<file path="src/rtl/timer_dev.sv">
// Memory-mapped down-counter timer with one-shot and auto-reload modes.
// Raises a registered interrupt request when the count expires.
module timer_dev (
  input  logic        clk,
  input  logic        reset,
  input  logic [1:0]  addr,
  input  logic        we,
  input  logic [31:0] din,
  output logic [31:0] dout,
  output logic        irq
);

  localparam int unsigned DATA_W = 32;
  localparam int unsigned CTRL_W = 4;
  localparam int unsigned EN_BIT = 0;
  localparam int unsigned IM_BIT = 3;

  localparam logic [1:0] ADDR_CTRL   = 2'b00;
  localparam logic [1:0] ADDR_PRESET = 2'b01;
  localparam logic [1:0] ADDR_COUNT  = 2'b10;
  localparam logic [1:0] MODE_RELOAD = 2'b01;

  typedef enum logic [1:0] {
    IDLE = 2'b00,
    LOAD = 2'b01,
    CNT  = 2'b10,
    INT  = 2'b11
  } state_t;

  state_t              state, state_next;
  logic [CTRL_W-1:0]   ctrl, ctrl_next;
  logic [DATA_W-1:0]   preset, preset_next;
  logic [DATA_W-1:0]   count, count_next;
  logic                pending, pending_next;
  logic                irq_next;

  logic                wr_ctrl;
  logic                wr_preset;
  logic                en;
  logic                reload;

  assign wr_ctrl   = we && (addr == ADDR_CTRL);
  assign wr_preset = we && (addr == ADDR_PRESET);
  assign en        = ctrl[EN_BIT];
  assign reload    = (ctrl[2:1] == MODE_RELOAD);

  // Next-state and next-register computation; software writes override the FSM.
  always_comb begin
    state_next   = state;
    ctrl_next    = ctrl;
    preset_next  = preset;
    count_next   = count;
    pending_next = pending;

    case (state)
      IDLE: begin
        if (en) state_next = LOAD;
      end
      LOAD: begin
        count_next = preset;
        state_next = CNT;
      end
      CNT: begin
        if (!en) begin
          state_next = IDLE;
        end else if (count > DATA_W'(1)) begin
          count_next = count - DATA_W'(1);
        end else begin
          count_next = '0;
          state_next = INT;
        end
      end
      INT: begin
        pending_next = 1'b1;
        if (reload) begin
          state_next = LOAD;
        end else begin
          ctrl_next[EN_BIT] = 1'b0;
          state_next        = IDLE;
        end
      end
    endcase

    // Auto-reload makes pending a single-cycle pulse.
    if (reload && (state != INT)) pending_next = 1'b0;

    if (wr_preset) begin
      preset_next  = din;
      pending_next = 1'b0;
    end

    // A disabling CTRL write stops the timer at once and freezes COUNT.
    if (wr_ctrl) begin
      ctrl_next    = din[CTRL_W-1:0];
      pending_next = 1'b0;
      if (!din[EN_BIT]) begin
        state_next = IDLE;
        count_next = count;
      end
    end

    irq_next = ctrl_next[IM_BIT] & pending_next;
  end

  always_ff @(posedge clk) begin
    if (!reset) begin
      state   <= IDLE;
      ctrl    <= '0;
      preset  <= '0;
      count   <= '0;
      pending <= 1'b0;
      irq     <= 1'b0;
    end else begin
      state   <= state_next;
      ctrl    <= ctrl_next;
      preset  <= preset_next;
      count   <= count_next;
      pending <= pending_next;
      irq     <= irq_next;
    end
  end

  // Zero-latency register readback.
  always_comb begin
    case (addr)
      ADDR_CTRL:   dout = DATA_W'(ctrl);
      ADDR_PRESET: dout = preset;
      ADDR_COUNT:  dout = count;
      default:     dout = '0;
    endcase
  end

endmodule

</file>
<file path="config.mk">
export PLATFORM = sky130hd
export DESIGN_NAME = timer_dev
export DESIGN_NICKNAME = d
export VERILOG_FILES = /design/src/rtl/timer_dev.sv
export SDC_FILE = /design/constraint.sdc
export NUM_CORES = 1
export LEC_CHECK = 0
export CAP_MARGIN = 20
export CORE_ASPECT_RATIO = 0.8
export CORE_MARGIN = 5
export CORE_UTILIZATION = 53
export DETAILED_ROUTE_END_ITERATION = 10
export MAX_ROUTING_LAYER = met4
export PLACE_DENSITY = 0.78
export SYNTH_ARGS = -nofsm -noshare
export SYNTH_HDL_FRONTEND = slang
export SYNTH_SLANG_ARGS = --single-unit
</file>
<file path="constraint.sdc">
create_clock -name clk -period 4.8 [get_ports clk]
set_clock_uncertainty 0.1 [all_clocks]
set_input_delay 0.96 -clock clk [delete_from_list [all_inputs] [get_ports clk]]
set_output_delay 0.96 -clock clk [all_outputs]
set_load 0.03 [all_outputs]
</file>
==> impl_metrics.csv <==
group,metric,value,unit
critical_path,cpMaxStageDelayCell,"clkdlybuf4s50_1",
placed_design,placed_cell_area,4590,sq um
critical_path,r2r_slack,1.47,ns
routing,drt_first_pass_iters,6,
critical_path,slowest_delay,0.70,ns
critical_path,worstPathCellList,"clkdlybuf4s50_1, nor2b_2, buf_4, a22o_1, clkdlybuf4s50_1",
worst_hold_path,hold_end,"preset[3]$_SDFFE_PN0P_",
routing,wl_per_cell,18.5,um
sta,hold_viol_final,0,
flow_run,drv_cap,0,
clock_tree,root_buffer,"clkbuf_8",
floorplan,pin_count,70,
placed_design,gp_congestion,0.895,
routing,drcViolationCount,0,
routing,routed_wl,12200,um
clock_tree,cts_tree,"yes",
floorplan,placementRows,28,
global_routing,grt_pass1_vias,3931,
routing,vias,4208,
synth,async_flop_share,0,%
clock_tree,clkLatencyLatePin,0.37,ns
sta,worstMarginPinSlew,1.11,ns
finish,final_common_cell,"nand2_1",
finish,final_core_util,66.5,%
clock_tree,cts_resized,0,
placed_design,dp_hpwl,8370,um
power_and_ir_drop,power_density,262,nW/um^2
floorplan,core_area,7290,sq um
global_routing,grt_use_total,28.3,%
synth,ys_ff_latch,72,
critical_path,r2r_cells,6,
global_routing,grt_max_degree,38,
finish,drive_above_1_share,6.46,%
sta,setup_viol,0,
finish,syn_to_final_growth,24.0,%
global_routing,grt_pass1_wl,20100,um
clock_tree,postCtsSetupRepairBufs,0,
critical_path,worst_path_most_repeated_cell,"clkdlybuf4s50_1",
sta,tns,0,ns
finish,instances_no_fill,663,
synth,syn_avg_cell_area,7.54,sq um
clock_tree,cts_buffers,9,
synth,synth-edff-count,0,
critical_path,worst_setup_path_end_kind,"output port",
placed_design,placedCellCount,645,
run_status,status,"finished, final reports clean",
critical_path,cp-start-kind,"primary input",
clock_tree,cts_hold_buf,0,
routing,drt_first_iter_violations,495,
critical_path,r2r_start,"count[4]$_SDFFE_PN0P_",
clock_tree,htree_levels,3,
floorplan,start_util,53.6,%
sta,fmax,233,MHz
floorplan,die_y,86.8,um
critical_path,r2r-end,"count[24]$_SDFFE_PN0P_",
floorplan,design.die.area,9200,sq um
clock_tree,clockBufferDepth,2,
synth,synth-main-ff-cell,"dfxtp_1",
synth,synth-seq-area-share,36.9,%
clock_tree,clock-sinks,72,
finish,final_nets,607,
synth,synth_fp_nets,557,
global_routing,overflow,0,
sta,rsz0062_at_grt,"false",
sta,max_slew_margin,25.6,%
clock_tree,clkSlewWorstSetupHoldPaths,0.09,ns
synth,yosysUniqueCellTypes,56,
sta,fin_crit_sh,89.3,%
power_and_ir_drop,leakage,1.71,nW
critical_path,worst-path-max-fanout,32,
placed_design,portBuffers,69,
power_and_ir_drop,vdd_drop_max,0.160,mV
synth,ys_warn_count,0,
worst_hold_path,holdPathStages,2,
finish,final_cell_mix,"nand2_1 (113), dfxtp_1 (72), clkdlybuf4s50_1 (69)",
critical_path,critPathKind,"primary input to output port",
finish,finalInstanceArea,4840,sq um
critical_path,crit_required,3.74,ns
critical_path,path_buf_inv,3,
sta,period_minus_slack,4.29,ns
worst_hold_path,min-delay-start,"preset[3]$_SDFFE_PN0P_",
global_routing,antenna_found_initial,0,
power_and_ir_drop,power.total,1.27,mW
sta,maxSlewViolCount,0,
synth,synthCells,518,
critical_path,cp_top_family,"buffers and inverters",
worst_hold_path,min_path_type,"flop to flop",
finish,n_antenna_cell,0,
synth,netlist_area,3900,sq um
critical_path,crit_arrival,3.23,ns
routing,via_per_inst,6.35,
floorplan,die_x,106,um
routing,ant_nets,0,
## where the power goes
group	leakage (nW)	internal [mW]	total [mW]	switching [mW]
Combinational	1.03	0.0697	0.165	0.0950
Clock	0.0999	0.204	0.482	0.278
Sequential	0.583	0.608	0.622	0.0134
## stage by stage
stage / setup WS [ns] / hold WS, ns
6_report: 0.511 / 0.379
5_1_grt: 0.370 / 0.396
4_1_cts: 0.536 / 0.377
3_5_place_dp: 0.547 / 0.363
3_3_place_gp: 0.591 / 0.360
2_1_floorplan: 1.44 / 0.345
## layer usage
layer	GRT usage (%)	wire, um	part of all wire, %
met5	-	0	0
met4	8.94	261	2.1
met3	10.2	1470	12
met2	39.8	5150	42
met1	37.8	5370	44
## cell type report
type	instances	area (sq um)
fill	636	2440
multi-input combinational	402	2280
tap	90	113
clock buffer	9	124
timing repair buffer	78	798
clock inverter	7	71.3
sequential	72	1440
inverter	5	18.8
## Yosys cell counts (all sizes together) (2+ instances only)
cell | n | share of area (%)
nor4b | 2 | 0.61
nor4 | 9 | 1.8
o21ai | 39 | 5.0
buf | 5 | 1.2
o31ai | 5 | 0.96
nor2 | 28 | 2.9
nand3 | 12 | 1.5
a31oi | 6 | 0.96
nor2b | 6 | 0.96
dfxtp | 72 | 37
o21a | 2 | 0.38
nand2 | 113 | 11
or3 | 6 | 0.96
or4b | 2 | 0.61
ha | 2 | 0.64
a21o | 2 | 0.38
a32oi | 3 | 0.67
mux2i | 6 | 1.5
nand4 | 4 | 0.64
a21oi | 57 | 7.3
a22o | 28 | 6.3
and2 | 3 | 0.48
o41ai | 5 | 1.1
clkbuf | 34 | 3.3
or4 | 8 | 1.6
nand2b | 5 | 0.87
and3 | 5 | 0.80
o22ai | 2 | 0.32
a32o | 7 | 1.8
a22oi | 5 | 0.96
inv | 4 | 0.38
nor3 | 15 | 1.9
o22a | 2 | 0.45
a221oi | 2 | 0.45
## registers in the layout, indices dropped and copies added, names as in the netlist
name     cells
irq          1
pending      1
preset      32
count       32
state        2
ctrl         4
## kinds of logic (layout without fill, tap and decap cells)
family / Yosys count / count (layout) / synth area share, %
buffers and inverters: 44 / 99 / 4.90
AOI/OAI and AO/OA: 172 / 172 / 28.6
DFF: 72 / 72 / 36.9
adders and majority gates: 2 / 2 / 0.641
muxes: 6 / 6 / 1.54
and+or+nand+nor: 222 / 222 / 27.4
## how the worst max path moves through the flow
stage,startpoint,endpoint,slack [ns],cells after the start
floorplan,addr[1],dout[13],1.44,5
global placement,addr[0],dout[1],0.59,6
detailed placement,addr[0],dout[14],0.55,5
CTS,addr[0],dout[14],0.54,5
global route,addr[0],dout[0],0.37,6
finish,addr[0],dout[14],0.51,5
## worst reg2reg max path: stages (launching register included)
cell	delay (ns)
dfxtp_1	0.38
nor4_1	0.77
nand2_1	0.34
nor3_1	0.97
nor4b_2	0.20
o21ai_0	0.33
a21oi_1	0.11
Power figures use the tool's default switching activity.
